--- src/rtl/map_pkg.sv ---
// Shared constants, tile-code type and clear-sequencer states
// for the tile-map RAM arbiter.
package map_pkg;

  localparam int MAP_COLS  = 20;
  localparam int MAP_ROWS  = 15;
  localparam int MAP_CELLS = MAP_COLS * MAP_ROWS;
  localparam int ADDR_W    = 9;
  localparam int DATA_W    = 4;

  typedef logic [DATA_W-1:0] tile_t;

  localparam tile_t TILE_EMPTY = '0;

  typedef enum logic [1:0] {
    IDLE,
    PENDING,
    CLEAR
  } clr_state_t;

endpackage

--- src/rtl/map_clear_counter.sv ---
// Clear address counter: advances on en, wraps to 0 after LIMIT-1.
// Ports: clk, reset (sync, high), en, count (current address), last (terminal-count pulse).
module map_clear_counter #(
  parameter int W     = 9,
  parameter int LIMIT = 300
) (
  input  logic         clk,
  input  logic         reset,
  input  logic         en,
  output logic [W-1:0] count,
  output logic         last
);

  localparam logic [W-1:0] FINAL = W'(LIMIT - 1);

  assign last = en & (count == FINAL);

  always_ff @(posedge clk) begin
    if (reset) begin
      count <= '0;
    end else if (en) begin
      count <= last ? '0 : count + 1'b1;
    end
  end

endmodule

--- src/rtl/map_ram_arbiter.sv ---
// Single-port tile-map RAM arbiter: renderer > map clear > game logic.
// Ports: CLOCK_50/reset; vblank; renderer rd_*; game logic gl_*;
//   clear_start/busy/done; frame_done; RAM side ram_*.
module map_ram_arbiter #(
  parameter int ADDR_W    = map_pkg::ADDR_W,
  parameter int DATA_W    = map_pkg::DATA_W,
  parameter int MAP_CELLS = map_pkg::MAP_CELLS
) (
  input  logic              CLOCK_50,
  input  logic              reset,
  input  logic              vblank,
  input  logic              rd_req,
  input  logic [ADDR_W-1:0] rd_addr,
  output logic              rd_valid,
  output logic [DATA_W-1:0] rd_data,
  input  logic              gl_req,
  input  logic              gl_we,
  input  logic [ADDR_W-1:0] gl_addr,
  input  logic [DATA_W-1:0] gl_wdata,
  output logic              gl_grant,
  output logic              gl_rvalid,
  output logic [DATA_W-1:0] gl_rdata,
  input  logic              clear_start,
  output logic              clear_busy,
  output logic              clear_done,
  output logic              frame_done,
  output logic [ADDR_W-1:0] ram_addr,
  output logic              ram_we,
  output logic [DATA_W-1:0] ram_wdata,
  input  logic [DATA_W-1:0] ram_rdata
);

  import map_pkg::*;

  // One spare bit so the bound still compares correctly at 2**ADDR_W.
  localparam logic [ADDR_W:0] CELLS = (ADDR_W+1)'(MAP_CELLS);

  clr_state_t state;
  clr_state_t state_nxt;

  logic              vblank_d;
  logic              rd_hit;
  logic              gl_hit;
  logic              rd_in_map;
  logic              gl_in_map;
  logic              clr_wr;
  logic              clr_last;
  logic [ADDR_W-1:0] clr_addr;

  assign rd_in_map = {1'b0, rd_addr} < CELLS;
  assign gl_in_map = {1'b0, gl_addr} < CELLS;

  // Clear and game logic only ever use vblank cycles the renderer skips.
  assign clr_wr   = (state == CLEAR) & vblank & ~rd_req;
  assign gl_grant = gl_req & vblank & ~rd_req & (state != CLEAR);

  assign clear_busy = (state == PENDING) | (state == CLEAR);

  map_clear_counter #(
    .W     (ADDR_W),
    .LIMIT (MAP_CELLS)
  ) u_clr_cnt (
    .clk   (CLOCK_50),
    .reset (reset),
    .en    (clr_wr),
    .count (clr_addr),
    .last  (clr_last)
  );

  always_comb begin
    state_nxt = state;
    unique case (state)
      IDLE:    if (clear_start) state_nxt = PENDING;
      PENDING: if (vblank) state_nxt = CLEAR;
      CLEAR:   if (clr_last) state_nxt = IDLE;
      default: state_nxt = IDLE;
    endcase
  end

  // The three sources are mutually exclusive by construction.
  always_comb begin
    ram_addr  = '0;
    ram_we    = 1'b0;
    ram_wdata = '0;
    unique case (1'b1)
      rd_req: begin
        ram_addr = rd_addr;
      end
      clr_wr: begin
        ram_addr  = clr_addr;
        ram_we    = 1'b1;
        ram_wdata = DATA_W'(TILE_EMPTY);
      end
      gl_grant: begin
        ram_addr  = gl_addr;
        ram_we    = gl_we & gl_in_map;
        ram_wdata = gl_wdata;
      end
      default: begin
      end
    endcase
  end

  always_ff @(posedge CLOCK_50) begin
    if (reset) begin
      state      <= IDLE;
      vblank_d   <= 1'b0;
      frame_done <= 1'b0;
      clear_done <= 1'b0;
      rd_valid   <= 1'b0;
      rd_hit     <= 1'b0;
      gl_rvalid  <= 1'b0;
      gl_hit     <= 1'b0;
    end else begin
      state      <= state_nxt;
      vblank_d   <= vblank;
      frame_done <= vblank & ~vblank_d;
      clear_done <= clr_last;
      rd_valid   <= rd_req;
      rd_hit     <= rd_req & rd_in_map;
      gl_rvalid  <= gl_grant & ~gl_we;
      gl_hit     <= gl_grant & ~gl_we & gl_in_map;
    end
  end

  // RAM data arrives the cycle after the address; out-of-map reads give 0.
  assign rd_data  = rd_hit ? ram_rdata : '0;
  assign gl_rdata = gl_hit ? ram_rdata : '0;

endmodule

--- config.mk ---
export PLATFORM = sky130hd
export DESIGN_NAME = map_ram_arbiter
export DESIGN_NICKNAME = d
export VERILOG_FILES = /design/src/rtl/map_pkg.sv /design/src/rtl/map_clear_counter.sv /design/src/rtl/map_ram_arbiter.sv
export SDC_FILE = /design/constraint.sdc
export NUM_CORES = 1
export LEC_CHECK = 0
export ABC_AREA = 1
export CORE_MARGIN = 4
export CORE_UTILIZATION = 39
export CTS_CLUSTER_SIZE = 16
export DETAILED_ROUTE_END_ITERATION = 8
export PLACE_DENSITY_LB_ADDON = 0.25
export SETUP_SLACK_MARGIN = 0.02
export SLEW_MARGIN = 0
export SYNTH_ARGS = -nofsm -noshare
export SYNTH_HDL_FRONTEND = slang
export SYNTH_SLANG_ARGS = --single-unit
--- constraint.sdc ---
create_clock -name CLOCK_50 -period 1.5 [get_ports CLOCK_50]
set_input_delay 0.225 -clock CLOCK_50 [delete_from_list [all_inputs] [get_ports CLOCK_50]]
set_output_delay 0.225 -clock CLOCK_50 [all_outputs]
set_load 0.02 [all_outputs]
==> impl_results.md <==
- Gr ovfl total: 0
- Seq cells post-synth: 18
- RSZ-0062 raised after global routing: true
- Pins over their slew limit: 0
- Status: finished with violations
- Slew margin rel.: 82.7%
- IO Port Bufs: 60
- Crit. End Element: output pin
- Final antenna-violating net count: 0
- Die W: 62.7 µm
- Layout cells sized above 1: 40.8%
- Clk Latency, worst-skew pair: 0.30 ns
- Clk sinks: 18
- First-pass iteration count of the detailed router: 4
- Worst Path Max Fanout: 5
- Htree depth: 1
- Vias in the first global route: 1572
- Largest stage delay, worst path: ~0.35 ns
- Root buf cell: clkbuf_4
- HP Class: reg -> reg
- Worst-path clk slew: 0.11 ns
- DR vias/cell: 5.02
- # IOs: 61
- Synth Instances: around 180
- Post-Syn Area: 1160 µm²
- Hold Vio Cnt, Final: 0
- Clock buffer count from CTS: 3
- Sequential cell area: 362 µm²
- Per-cell routed wire length: 15.0 µm
- Core area: 2810 µm²
- Failing checks: setup timing
- Nets: between 300 and 400
- Net Count, Synth: 213
- Leakage: roughly 1.2 nW
- Critical path, cell by cell: inv_2 -> ha_4 -> nor2_4 -> nand3_4 -> clkinv_4 -> nand2_2 -> o21ai_4 -> buf_6
- Hold Path Depth: 1
- Cells after DPL: around 290
- Hold Buf Count CTS: 0
- R2R depth: 11
- Final WS setup: -0.260 ns
- Period minus WS final: roughly 1.8 ns
- Fillers: 169
- Area of the multi-input gates: 825 µm²
- Worst-Margin Slew: about 0.26 ns
- CTS tree: built
- Worst clock skew: 0.00289 ns
- Critical-path top delay cell: dfxtp_2
- Clk buf depth: 2
- Largest net degree at the start of global routing: 10
- Final period utilization: 117%
- Initial antenna violation count: 0
- Cell Rows: 19
- Area growth syn-to-layout: 99.2%
- Ant diodes: 0
- WL final: 4630 µm
- VDD IR max: 0.842 mV
- Post-route DRC: 0
- Worst Setup Start Kind: register
- Die ar.: slightly below 4000 µm²
- Gr usage total: between 20% and 30%
- Final cell count without fillers: 308
- Total number of vias: roughly 1500
- First-pass GRT wire length: ~7100 µm
- Dpl cell area: 2040 µm²
- # setup viols final: 18
- Crit path arrival time: 1.54 ns
- Yosys Warn Count: 0
- Pwr dens: between 700 and 800 nW/µm²
- Register area share after synthesis: 30.9%
- Worst setup path category: reg -> out
- Hpwl dp: slightly above 3000 µm
- Fmax: 0.568 GHz
- Synth cell types: 28
- MaxCap Viol Count: 0
- Initial drt markers: between 50 and 60
- Design area: 2320 µm²
- Vert. Die Dim: 62.7 µm
- Routability cong.: 0.867
- Initial Util: between 40% and 50%
- Required time worst endpoint: approximately 1.3 ns
- Syn avg cell area: 6.62 µm²
-- cells in the final DEF, fill, tap and decap left out, types with 7 or more instances in the layout --
master,n
nand2_2,8
dlygate4sd2_1,8
nor2_4,9
nor2_1,12
nand2_1,33
a21oi_1,7
inv_1,36
clkdlybuf4s50_1,32
buf_4,42
dfxtp_1,17
buf_6,13
-- through the flow --
| step | setup WS [ns] | setup TNS (ns) | power, mW | hold WS [ns] | utilization, % |
|---|---|---|---|---|---|
| global placement | -0.612 | -12.12 | 1.33 | 0.386 | 72.8 |
| global route | -0.354 | -5.53 | 1.88 | 0.424 | 82.7 |
| finish | -0.260 | -3.56 | 1.77 | 0.402 | 82.7 |
| CTS | -0.259 | -3.51 | 1.67 | 0.406 | 78.8 |
| detailed placement | -0.636 | -12.94 | 1.34 | 0.387 | 72.8 |
| floorplan | 0.0281 | 0 | 0.958 | 0.302 | - |
-- power breakdown --
group	leakage, nW	internal [mW]	switching, mW	total [mW]
Clock	0.0138	0.0935	0.160	0.254
Combinational	1.02	0.478	0.499	0.977
Sequential	0.147	0.516	0.0257	0.542
-- final cells by class --
class | count | share of cell area, %
repair buffers | 99 | 38.9
multi-input cells | 114 | 35.5
flip-flops and latches | 18 | 15.6
inverters | 42 | 7.12
well taps | 31 | 1.67
clock buffers | 3 | 0.970
repair inverters | 1 | 0.270
-- registers in the layout, summed over array words and instances (netlist names) --
signal,count
clear_done,1
gl_rvalid,1
state,2
frame_done,1
vblank_d,1
u_clr_cnt.count,9
gl_hit,1
rd_valid,1
rd_hit,1
-- path summary, 6_finish.rpt --
check,startpoint,slack (ns),to
setup / recovery,state[0],-0.26,ram_we
setup reg to reg,state[0],-0.04,state[1]
hold reg to reg,vblank_d,0.40,frame_done
hold / removal,vblank_d,0.40,frame_done
-- cells in the mapped netlist (all sizes together) --
library cell  instances  share of area, %
o21ai                 3               1.3
o22ai                 1              0.54
a21o                  1              0.64
nor2                 26                11
o211ai                2               1.3
a21boi                1              0.64
ha                    4               4.3
o221ai                6               4.5
nor3                  7               4.3
inv                  42                14
dfxtp                18                31
nor3b                 1               1.1
nand2                44                15
a21oi                 8               3.8
clkbuf                1              0.32
buf                   1              0.64
nand3                10               5.8
-- cells by family (layout without fill, tap and decap cells) --
group	count (synthesis)	in the layout	synth area share, %
fa+ha+maj	4	4	4.30
compound gates	22	22	12.7
buf+inv	44	145	14.7
simple gates	88	88	37.4
flops	18	18	30.9
-- critical path: cells and delay by family, from the launching register on --
kind                       cells  cell delay (ns)
DFF                            1             0.35
AOI/OAI and AO/OA              1             0.13
adders and majority gates      1             0.18
and+or+nand+nor                3             0.29
buffers and inverters          3             0.29
-- what timing repair did --
action                                  4_1_cts  5_1_grt
pin swaps                                     7        6
buffers inserted                              8        6
resized for setup                           125       23
gates cloned                                  1        0
endpoints found under the setup margin       28       27
-- layer usage --
| metal | routed length, µm | vias to the layer above | track usage, % |
|---|---|---|---|
| li1 | - | 748 | - |
| met1 | 1730 | 721 | 24.2 |
| met2 | 2450 | 61 | 42.1 |
| met3 | 311 | 16 | 4.86 |
| met4 | 147 | 0 | 11.8 |
| met5 | 0 | - | 0 |
Note: power is estimated with default switching activity, not from simulation.
